===== config.mk =====
export PLATFORM = sky130hd
export DESIGN_NAME = pacman_referee
export DESIGN_NICKNAME = d
export VERILOG_FILES = /design/src/rtl/pacman_referee.sv
export SDC_FILE = /design/constraint.sdc
export NUM_CORES = 1
export LEC_CHECK = 0
export ABC_AREA = 1
export ABC_CLOCK_PERIOD_IN_PS = 8100
export CORE_AREA = 2 2 112 114
export DETAILED_ROUTE_END_ITERATION = 6
export DIE_AREA = 0 0 114 116
export PLACE_DENSITY = 0.82
export SLEW_MARGIN = 20
export SYNTH_ARGS = -nofsm -noshare
export SYNTH_HDL_FRONTEND = slang
export SYNTH_SLANG_ARGS = --single-unit

===== constraint.sdc =====
create_clock -name clk -period 8.1 [get_ports clk]
set_clock_uncertainty 0.05 [all_clocks]
set_input_delay 1.62 -clock clk [delete_from_list [all_inputs] [get_ports clk]]
set_output_delay 1.62 -clock clk [all_outputs]
set_load 0.005 [all_outputs]

===== src/rtl/pacman_referee.sv =====
// pacman_referee: game-status stage downstream of the playfield.
// Tracks score (candies eaten while in PLAY), lives and ghost collisions, and
// decodes the game outcome flags (respawn / lost / won) from registered state.
// Optional build macro PACMAN_REFEREE_SWAP_DETECT_EN: when defined, a sprite
// crossing (both sprites swap cells on one edge) also counts as a collision.
// No handshake here: every input is sampled on every rising edge; outputs are
// registered (or decoded from registered state), so latency is one cycle.
module pacman_referee #(
  parameter int WIDTH          = 8,
  parameter int HEIGHT         = 8,
  parameter int LIVES          = 3,
  parameter int RESPAWN_CYCLES = 4,
  parameter int SCORE_W        = 16
) (
  input  logic                      clk,
  input  logic                      reset,
  input  logic                      start,
  input  logic [WIDTH-1:0]          pacman_x,
  input  logic [HEIGHT-1:0]         pacman_y,
  input  logic [WIDTH-1:0]          ghost_x,
  input  logic [HEIGHT-1:0]         ghost_y,
  input  logic [WIDTH*HEIGHT-1:0]   candies,
  output logic [2:0]                state,
  output logic [SCORE_W-1:0]        score,
  output logic [2:0]                lives,
  output logic                      hit,
  output logic                      respawn,
  output logic                      lost,
  output logic                      won
);

  typedef enum logic [2:0] {
    ST_IDLE = 3'd0,
    ST_PLAY = 3'd1,
    ST_HIT  = 3'd2,
    ST_LOST = 3'd3,
    ST_WON  = 3'd4
  } state_t;

  localparam int N_CELLS = WIDTH * HEIGHT;
  localparam int CNT_W   = $clog2(N_CELLS + 1);
  localparam int SUM_W   = ((SCORE_W > CNT_W) ? SCORE_W : CNT_W) + 1;

  localparam logic [SCORE_W-1:0] SCORE_MAX    = '1;
  localparam logic [2:0]         LIVES_INIT   = 3'(LIVES);
  localparam logic [3:0]         RESPAWN_LOAD = 4'(RESPAWN_CYCLES - 1);

  state_t                  st;
  logic [N_CELLS-1:0]      prev_candies;
  logic [3:0]              hit_cnt;
  logic [N_CELLS-1:0]      eaten_bits;
  logic [CNT_W-1:0]        eaten;
  logic [SUM_W-1:0]        score_sum;
  logic [SCORE_W-1:0]      score_next;
  logic                    exact_hit;
  logic                    collision;

  assign state   = st;
  assign respawn = (st == ST_HIT);
  assign lost    = (st == ST_LOST);
  assign won     = (st == ST_WON);

  // A candy is eaten when its bit falls from 1 to 0 between samples.
  assign eaten_bits = prev_candies & ~candies;

  // Population count of the candies that disappeared this cycle.
  always_comb begin
    eaten = '0;
    for (int i = 0; i < N_CELLS; i++) begin
      eaten = eaten + CNT_W'(eaten_bits[i]);
    end
  end

  // Saturating add: a wide sum is clamped to the all-ones score.
  assign score_sum  = SUM_W'(score) + SUM_W'(eaten);
  assign score_next = (score_sum > SUM_W'(SCORE_MAX)) ? SCORE_MAX
                                                      : score_sum[SCORE_W-1:0];

  assign exact_hit = (pacman_x == ghost_x) && (pacman_y == ghost_y);

`ifdef PACMAN_REFEREE_SWAP_DETECT_EN
  logic [WIDTH-1:0]  prev_pacman_x;
  logic [HEIGHT-1:0] prev_pacman_y;
  logic [WIDTH-1:0]  prev_ghost_x;
  logic [HEIGHT-1:0] prev_ghost_y;
  logic              swap_hit;

  // Remember last cycle's sprite cells so a crossing can be recognised.
  always_ff @(posedge clk) begin
    if (reset) begin
      prev_pacman_x <= '0;
      prev_pacman_y <= '0;
      prev_ghost_x  <= '0;
      prev_ghost_y  <= '0;
    end else begin
      prev_pacman_x <= pacman_x;
      prev_pacman_y <= pacman_y;
      prev_ghost_x  <= ghost_x;
      prev_ghost_y  <= ghost_y;
    end
  end

  assign swap_hit  = (pacman_x == prev_ghost_x) && (pacman_y == prev_ghost_y) &&
                     (ghost_x == prev_pacman_x) && (ghost_y == prev_pacman_y);
  assign collision = exact_hit | swap_hit;
`else
  assign collision = exact_hit;
`endif

  // Game FSM with registered score, lives and hit pulse.
  always_ff @(posedge clk) begin
    if (reset) begin
      st           <= ST_IDLE;
      score        <= '0;
      lives        <= LIVES_INIT;
      hit          <= 1'b0;
      hit_cnt      <= '0;
      prev_candies <= '0;
    end else begin
      prev_candies <= candies;
      hit          <= 1'b0;
      case (st)
        ST_IDLE: begin
          if (start) st <= ST_PLAY;
        end
        ST_PLAY: begin
          score <= score_next;
          if (candies == '0) begin
            // Clearing the board wins even if the ghost catches Pac-Man now.
            st <= ST_WON;
          end else if (collision) begin
            hit <= 1'b1;
            if (lives > 3'd1) begin
              lives   <= lives - 3'd1;
              hit_cnt <= RESPAWN_LOAD;
              st      <= ST_HIT;
            end else begin
              lives <= 3'd0;
              st    <= ST_LOST;
            end
          end
        end
        ST_HIT: begin
          if (hit_cnt == 4'd0) begin
            st <= ST_PLAY;
          end else begin
            hit_cnt <= hit_cnt - 4'd1;
          end
        end
        ST_LOST: st <= ST_LOST;
        ST_WON:  st <= ST_WON;
        default: st <= ST_IDLE;
      endcase
    end
  end

endmodule


==> flow_summary_export.csv, run 1 <==
group,metric,value,unit
place,place_area,7660,sq um
synth,synth_top_family_by_area,"simple AND/OR/NAND/NOR gates",
route,routedWlPerCell,12.0,um
hold_path,min_path_cells,2,
timing,finalWorstSetupSlack,307,ps
critical_path,critPathLaunchType,"input port",
critical_path,cp.required,8280,ps
global_route,overflow,0,
final_layout,regArea,1820,sq um
floorplanning,die-area,13200,sq um
synth,avgSynthCellArea,7.26,sq um
floorplanning,core_area,11900,sq um
synth,ys_seq_area_share,30.0,%
synth,synth_xor_area_share,1.30,%
pwr,p_leak,4.15,nW
final_layout,final_nets,1175,
synth,synthFlopType,"dfxtp_1",
route,vias,5297,
cts,numClockSinks,91,
synth,async_flop_share,0,%
floorplanning,die_h,116,um
route,detail-route-antenna-nets,0,
synth,synth_nets,1023,
critical_path,reg2regPathDepth,25,
final_layout,drive_gt1_share,7.04,%
timing,worst_pin_slew,760,ps
critical_path,crit_fanout,4,
flow_run,cap_violations,0,
pwr,p_per_area,285,nW/um^2
final_layout,diodes,0,
cts,cts_root_buffer,"clkbuf_16",
cts,h-tree-depth,3,
global_route,antenna_found_initial,0,
timing,rsz0062_at_grt,"false",
cts,clk_pin_slew,60,ps
final_layout,area.growth.synth_to_final,31.1,%
place,dp_hpwl,10800,um
timing,drv_slew,0,
timing,fin_setup_tns,0,ps
timing,fmax,128,MHz
pwr,peakVddDrop,0.336,mV
route,via_per_inst,4.64,
synth,synth_mux_area_share,0,%
global_route,grt_pass1_wl,23100,um
route,post-route-drc-count,0,
place,io_buffer_count,124,
timing,period_share,96.2,%
route,dr.pass1.iters,5,
global_route,grt_max_degree,73,
timing,slew_headroom,49.3,%
place,dp_cells,1125,
place,gp_congestion,0.869,
run_status,status,"completed",
critical_path,worstSetupPathType,"in2reg",
floorplanning,initial_core_util,51.0,%
final_layout,post-route-util,66.9,%
cts,cts_resized,0,
hold_path,hp-class,"reg2reg",
cts,cts_buffer_depth,2,
route,drt_iter0_drc,270,
cts,cts_tree,"yes",
critical_path,crit_arrival,7980,ps
synth,ys_warn_count,0,
final_layout,fillers,993,
timing,min_period,7790,ps
final_layout,stdcell_count,1141,
timing,finalHoldViolCount,0,
cts,numCtsBuffers,9,
floorplanning,placementRows,40,
synth,syn_area,6080,sq um
synth,synth.distinct_cells,30,
synth,synth_compound_area_share,3.71,%
place,dp_slack,-304,ps
synth,synth-simple-area-share,26.3,%
timing,finalSetupViolations,0,
synth,synth_cells,837,
global_route,grt_pass1_vias,5248,
floorplanning,fp.dieW,114,um
final_layout,multiInputGateArea,3420,sq um
synth,synth_seq_cells,91,
synth,synthAdderAreaFrac,24.8,%
global_route,grt.total_usage,22.0,%
critical_path,crit_path_end_kind,"flop",
critical_path,r2r_slack,1770,ps
floorplanning,pin_count,125,
cts,cts_setup_buffers,0,
cts,cts_hold_buf,0,
synth,synth_edf_count,0,
cts,insertion_delay,350,ps
route,wirelength,13700,um
final_layout,fin_area,7970,sq um
-- report_power, final --
part	switching [mW]	internal, mW
sequential	0.0238	0.483
combinational	0.731	0.607
clock	0.182	0.242
total	0.937	1.33
-- cells by family after synthesis --
group           after synthesis
simple gates                387
buf+inv                     222
flops                        91
fa+ha+maj                    87
compound gates               41
xor+xnor                      9
-- cell usage after synthesis (4+ instances only) --
cell | count | area (sq um)
a21oi_1 | 20 | 100
o21ai_0 | 9 | 45.0
inv_2 | 5 | 18.8
xnor2_1 | 4 | 35.0
nor2_1 | 168 | 631
clkbuf_1 | 9 | 33.8
ha_1 | 31 | 388
nand3_1 | 22 | 110
nor2_2 | 4 | 25.0
dfxtp_1 | 91 | 1820
o21ai_1 | 4 | 20.0
inv_1 | 201 | 754
nand4_1 | 8 | 50.1
xor2_1 | 5 | 43.8
fa_1 | 56 | 1120
nand3_2 | 4 | 40.0
nand2_2 | 4 | 25.0
nand2_1 | 164 | 616
o21bai_1 | 4 | 30.0
-- stage by stage --
step / hold WS (ps) / power (mW)
6_report: 450 / 2.27
5_1_grt: 482 / 2.51
4_1_cts: 445 / 2.28
3_5_place_dp: 433 / 1.84
3_3_place_gp: 434 / 1.81
2_1_floorplan: 416 / 1.45
-- worst max-delay path, cell delays in order --
cell             delay, ps
clkdlybuf4s50_1        500
nor2_1                  80
fa_1                   530
inv_1                   50
fa_1                   470
inv_1                   50
fa_1                   500
inv_1                   60
fa_2                   590
fa_1                   440
fa_1                   570
fa_1                   430
fa_1                   460
fa_2                   370
fa_2                   340
inv_1                   60
nand3_1                 70
nand2_2                100
a21oi_1                 90
o21ai_1                270
nand2_1                 80
nand2_1                 70
nand3_1                 60
nand2_1                 60
inv_1                   40
-- placed cells by master (no fill, tap or decap), types with 3 or more instances in the layout --
master and n:
o211ai_1 3, nor2_2 4, nand3_2 4, fa_1 53, nor2_1 168, nand3_1 22, a21oi_1 20, or2_2 3
nand2_2 4, clkinv_1 3, nand2_1 164, clkdlybuf4s50_1 123, o21ai_1 4, xor2_1 5, nand4_1 8, xnor2_1 4
inv_2 5, ha_1 31, nand3b_1 3, buf_4 29, clkbuf_16 9, nor3_1 3, dfxtp_1 91, fa_2 3
o21ai_0 9, o21bai_1 4, inv_1 201
-- path summary, 6_finish.rpt --
kind                    start          to
max               candies[22]   score[14]
min                hit_cnt[3]  hit_cnt[3]
max reg2reg  prev_candies[22]   score[14]
min reg2reg        hit_cnt[3]  hit_cnt[3]
-- layout make-up --
class | instances | share of cell area (%)
Clock buffer | 11 | 2.92
Clock inverter | 5 | 0.770
Inverter | 210 | 9.96
Multi-Input combinational cell | 524 | 42.9
Sequential cell | 91 | 22.9
Tap cell | 147 | 2.31
Timing Repair Buffer | 153 | 18.3
-- layer usage --
metal	share of wire (%)	global-route usage [%]	wire length, um
met2	48	37.5	6530
met5	0	0	0
met1	45	28.0	6190
met3	5.1	4.92	696
met4	2.3	7.32	310
-- sequential cells by signal, summed over array words and instances, names as in the netlist --
register,cells
state,3
prev_candies,64
score,16
hit,1
lives,3
hit_cnt,4
No activity file was read; power rests on OpenSTA's default activity.
==> run 2, diff against run 1 <==
- CORE_AREA: 2 2 112 114 -> 2 2 156 82
- DIE_AREA: 0 0 114 116 -> 0 0 158 84
- PLACE_DENSITY: 0.82 -> 0.83
==> flow_summary_export.csv, run 2 (synthesis gave the netlist of run 1 again) <==
group,metric,value,unit
critical_path,rr_endpoint,"score[8]",
cts,cts_root_buffer,"clkbuf_16",
final_layout,post-route-util,65.9,%
place,dp_hpwl,11600,um
critical_path,cp.required,8280,ps
floorplanning,fp.dieW,158,um
critical_path,timing.rr.start,"prev_candies[48]",
hold_path,holdPathEnd,"hit_cnt[3]",
timing,drv_slew,0,
hold_path,hp-class,"reg2reg",
route,wirelength,14600,um
final_layout,drive_gt1_share,6.69,%
timing,fmax,127,MHz
run_status,status,"completed",
pwr,p_leak,4.13,nW
cts,numCtsBuffers,9,
final_layout,final_nets,1167,
final_layout,regArea,1820,sq um
critical_path,crit_fanout,3,
floorplanning,pin_count,125,
timing,min_period,7870,ps
final_layout,largest_register,"prev_candies",
critical_path,worstSetupPathType,"in2reg",
critical_path,critPathLaunchType,"input port",
timing,slew_headroom,49.1,%
global_route,antenna_found_initial,0,
final_layout,fillers,1045,
critical_path,crit_arrival,8050,ps
flow_run,cap_violations,0,
final_layout,top_regs,"prev_candies: 64 flops, score: 16 flops, hit_cnt: 4 flops",
critical_path,reg2regPathDepth,21,
pwr,peakVddDrop,0.338,mV
hold_path,min_path_cells,2,
route,routedWlPerCell,12.7,um
route,detail-route-antenna-nets,0,
pwr,total_power,2.35,mW
cts,cts_setup_buffers,0,
cts,numClockSinks,91,
route,vias,5266,
timing,finalSetupViolations,0,
final_layout,multiInputGateArea,3440,sq um
critical_path,cp_slowest_stage_delay,570,ps
final_layout,largest_reg_flops,64,
cts,cts_buffer_depth,2,
critical_path,path_cells,"clkdlybuf4s50_1 -> nor2_2 -> fa_1 -> fa_1 -> inv_1 -> fa_1 -> fa_1 -> fa_1 -> fa_1 -> fa_1 -> fa_1 -> fa_2 -> fa_2 -> inv_1 -> nand3_1 -> nand2_2 -> nand3_1 -> nand2_2 -> buf_4 -> xor2_1 -> a21oi_1",
global_route,grt_max_degree,73,
timing,finalHoldViolCount,0,
cts,cts_resized,0,
cts,cts_tree,"yes",
route,dr.pass1.iters,6,
global_route,grt.total_usage,23.4,%
cts,insertion_delay,340,ps
critical_path,slowest_stage,"fa_1",
final_layout,area.growth.synth_to_final,31.4,%
floorplanning,die_h,84,um
floorplanning,placementRows,29,
route,post-route-drc-count,0,
critical_path,crit_path_end_kind,"flop",
timing,period_share,97.1,%
final_layout,layout_common_cells,"inv_1, nor2_1, nand2_1",
route,via_per_inst,4.56,
place,gp_congestion,0.915,
hold_path,worstHoldStart,"hit_cnt[3]",
route,drt_iter0_drc,334,
place,io_buffer_count,124,
final_layout,diodes,0,
global_route,grt_pass1_vias,5117,
cts,clk_pin_slew,60,ps
timing,fin_setup_tns,0,ps
timing,hold_slack,449,ps
final_layout,final_common_cell,"inv_1",
floorplanning,die-area,13300,sq um
floorplanning,initial_core_util,50.1,%
cts,cts_hold_buf,0,
critical_path,r2r_slack,1660,ps
global_route,overflow,0,
global_route,grt_pass1_wl,24100,um
floorplanning,core_area,12100,sq um
timing,worst_pin_slew,763,ps
cts,h-tree-depth,3,
pwr,p_per_area,295,nW/um^2
critical_path,crit_top_cell,"fa_1",
## run 2: cell types whose count changed in the layout (fill, tap and decap cells not counted), sizes merged
cell and change:
clkbuf -2, buf -8, clkinv -1, clkinvlp +2
bufinv +1
## run 2: layer usage
metal	global-route usage, %	routed length (um)	up-vias
met3	7.32	1310	15
met4	4.67	147	0
met1	35.0	7340	2325
li1	-	-	2738
met5	0	0	-
met2	33.2	5840	188
## run 2: area by class of cell
type	instances	share of cell area [%]
Timing Repair Buffer	145	17.5
Sequential cell	91	22.8
Clock inverter	7	1.22
Multi-Input combinational cell	524	43.1
Clock buffer	9	2.82
Tap cell	170	2.66
Inverter	210	9.94
## run 2: how the worst max path moves through the flow
stage                     slack [ps]   endpoint  cells past startpoint        start
after floorplan                  460  score[10]                     24  candies[10]
after global placement          -180  score[10]                     26  candies[16]
after detailed placement        -320  score[10]                     26  candies[16]
after CTS                         30  score[13]                     26  candies[16]
after global routing              -9  score[13]                     26  candies[54]
final                            230   score[8]                     21  candies[46]
## run 2: critical path, delay by kind of cell
family | cells | cell delay (ps)
compound gates | 1 | 100
xor+xnor | 1 | 240
fa+ha+maj | 10 | 4820
buf+inv | 4 | 770
simple gates | 5 | 480
## run 2: power breakdown
group	internal, mW	switching (mW)	total, mW	leakage, nW
sequential	0.483	0.0233	0.506	0.753
clock	0.272	0.183	0.455	0.152
combinational	0.598	0.795	1.39	3.22
## run 2: through the flow
stage                     setup slack [ps]  instances  cell area, sq um
final                                  231       1156              7980
after global routing                 -9.14       1156              7980
after CTS                             31.3       1156              7960
after detailed placement              -315       1140              7630
after global placement                -178       1140              7630
after floorplan                        461        837              6080
==> run 3, diff against run 2 <==
- CAP_MARGIN: not set -> 10
- CORE_AREA: 2 2 156 82 -> 10 10 164 90
- DIE_AREA: 0 0 158 84 -> 0 0 174 100
==> flow_summary_export.csv, run 3 (synthesis gave the netlist of run 1 again) <==
group,metric,value,unit
run_status,status,"completed",
final_layout,top_regs,"prev_candies: 64 flops, score: 16 flops, hit_cnt: 4 flops",
global_route,grt_pass1_vias,5086,
final_layout,stdcell_count,1156,
pwr,p_leak,4.14,nW
critical_path,crit_fanout,6,
pwr,swShare,41.6,%
final_layout,diodes,0,
pwr,internal_power,1.35,mW
pwr,power.switching,0.960,mW
route,via_per_inst,4.54,
global_route,grt.total_usage,17.7,%
route,routedWlPerCell,13.3,um
critical_path,crit_path_end_kind,"flop",
pwr,seq_power_share,22.0,%
critical_path,worstSetupPathType,"in2reg",
final_layout,fillers,1031,
timing,fmax,128,MHz
cts,numClockSinks,91,
timing,finalWorstSetupSlack,280,ps
floorplanning,die-area,17400,sq um
final_layout,area.growth.synth_to_final,31.4,%
place,dp_hpwl,12600,um
place,dp_cells,1140,
timing,finalHoldViolCount,0,
pwr,combPwrFrac,58.0,%
pwr,p_clk_share,19.9,%
final_layout,final_common_cell,"inv_1",
timing,drv_slew,0,
timing,slew_headroom,49.1,%
final_layout,final_nets,1167,
final_layout,fin_area,7980,sq um
global_route,grt_max_degree,73,
route,post-route-drc-count,0,
place,place_area,7630,sq um
pwr,p_per_area,289,nW/um^2
floorplanning,fp.dieW,174,um
global_route,grt_pass1_wl,25200,um
critical_path,cp.required,8330,ps
final_layout,post-route-util,65.9,%
global_route,antenna_found_initial,0,
floorplanning,initial_core_util,50.1,%
final_layout,largest_register,"prev_candies",
final_layout,layout_common_cells,"inv_1, nor2_1, nand2_1",
pwr,total_power,2.31,mW
cts,insertion_delay,340,ps
cts,clk_pin_slew,60,ps
final_layout,drive_gt1_share,6.59,%
hold_path,hp-class,"reg2reg",
timing,min_period,7820,ps
critical_path,critPathLaunchType,"input port",
flow_run,cap_violations,0,
place,gp_congestion,0.941,
global_route,overflow,0,
cts,cts_root_buffer,"clkbuf_16",
floorplanning,pin_count,125,
route,detail-route-antenna-nets,0,
route,wirelength,15400,um
critical_path,crit_arrival,8050,ps
route,dr.pass1.iters,5,
place,dp_slack,-343,ps
route,drt_iter0_drc,340,
floorplanning,core_area,12100,sq um
cts,numCtsBuffers,9,
cts,h-tree-depth,3,
cts,cts_tree,"yes",
final_layout,largest_reg_flops,64,
place,io_buffer_count,124,
floorplanning,die_h,100,um
timing,worst_pin_slew,763,ps
floorplanning,placementRows,29,
timing,hold_slack,452,ps
timing,fin_setup_tns,0,ps
timing,period_share,96.5,%
route,vias,5250,
pwr,peakVddDrop,0.387,mV
cts,cts_buffer_depth,2,
timing,finalSetupViolations,0,
==> run 3: power by group through the flow <==
stage | registers (mW) | logic (mW) | clock network [mW]
floorplan | 0.510 | 0.942 | 0
global placement | 0.516 | 1.28 | 0
detailed placement | 0.516 | 1.32 | 0
CTS | 0.507 | 1.35 | 0.466
global route | 0.511 | 1.54 | 0.485
finish | 0.508 | 1.34 | 0.460
==> run 3: area by class of cell <==
class                           instances  area (sq um)  share of cell area, %
Multi-Input combinational cell        524          3440                   43.0
Sequential cell                        91          1820                   22.8
Timing Repair Buffer                  145          1390                   17.5
Inverter                              210           793                   9.94
Clock buffer                           10           239                   2.99
Tap cell                              170           213                   2.66
Clock inverter                          6          87.6                   1.10
==> run 3: critical path, stage by stage <==
cell,delay [ps]
clkdlybuf4s50_1,420
inv_1,80
nand2_1,80
fa_1,540
inv_1,60
fa_1,520
inv_1,50
fa_1,560
fa_1,460
fa_1,490
fa_1,530
fa_1,560
fa_1,430
fa_2,380
fa_2,360
inv_1,60
nand3_1,70
nand2_2,90
nand3_1,80
nand2_2,110
nand3_4,90
nand2_2,110
nand2_4,80
nand3_1,90
nand2_1,60
inv_1,70
==> run 3: layer usage <==
| layer | vias up | GRT usage [%] | share of wire [%] |
|---|---|---|---|
| li1 | 2730 | - | - |
| met1 | 2339 | 25.5 | 51 |
| met2 | 173 | 25.1 | 41 |
| met3 | 8 | 6.22 | 7.8 |
| met4 | 0 | 3.07 | 0.68 |
| met5 | - | 0 | 0 |
==> run 3: final timing paths <==
kind / end / from / slack, ps / cells after the start
setup / recovery: score[14] / candies[52] / 280 / 26
hold / removal: hit_cnt[3] / hit_cnt[3] / 450 / 2
setup reg to reg: score[14] / prev_candies[48] / 1750 / 24
hold reg to reg: hit_cnt[3] / hit_cnt[3] / 450 / 2
==> run 3: repair_timing <==
action | 4_1_cts | 5_1_grt
gates resized for setup | 2 | 4
buffers inserted | 0 | 0
gates cloned | 0 | 0
pin swaps | 0 | 6
setup endpoints to repair | 1 | 16
hold buffers | 0 | 0
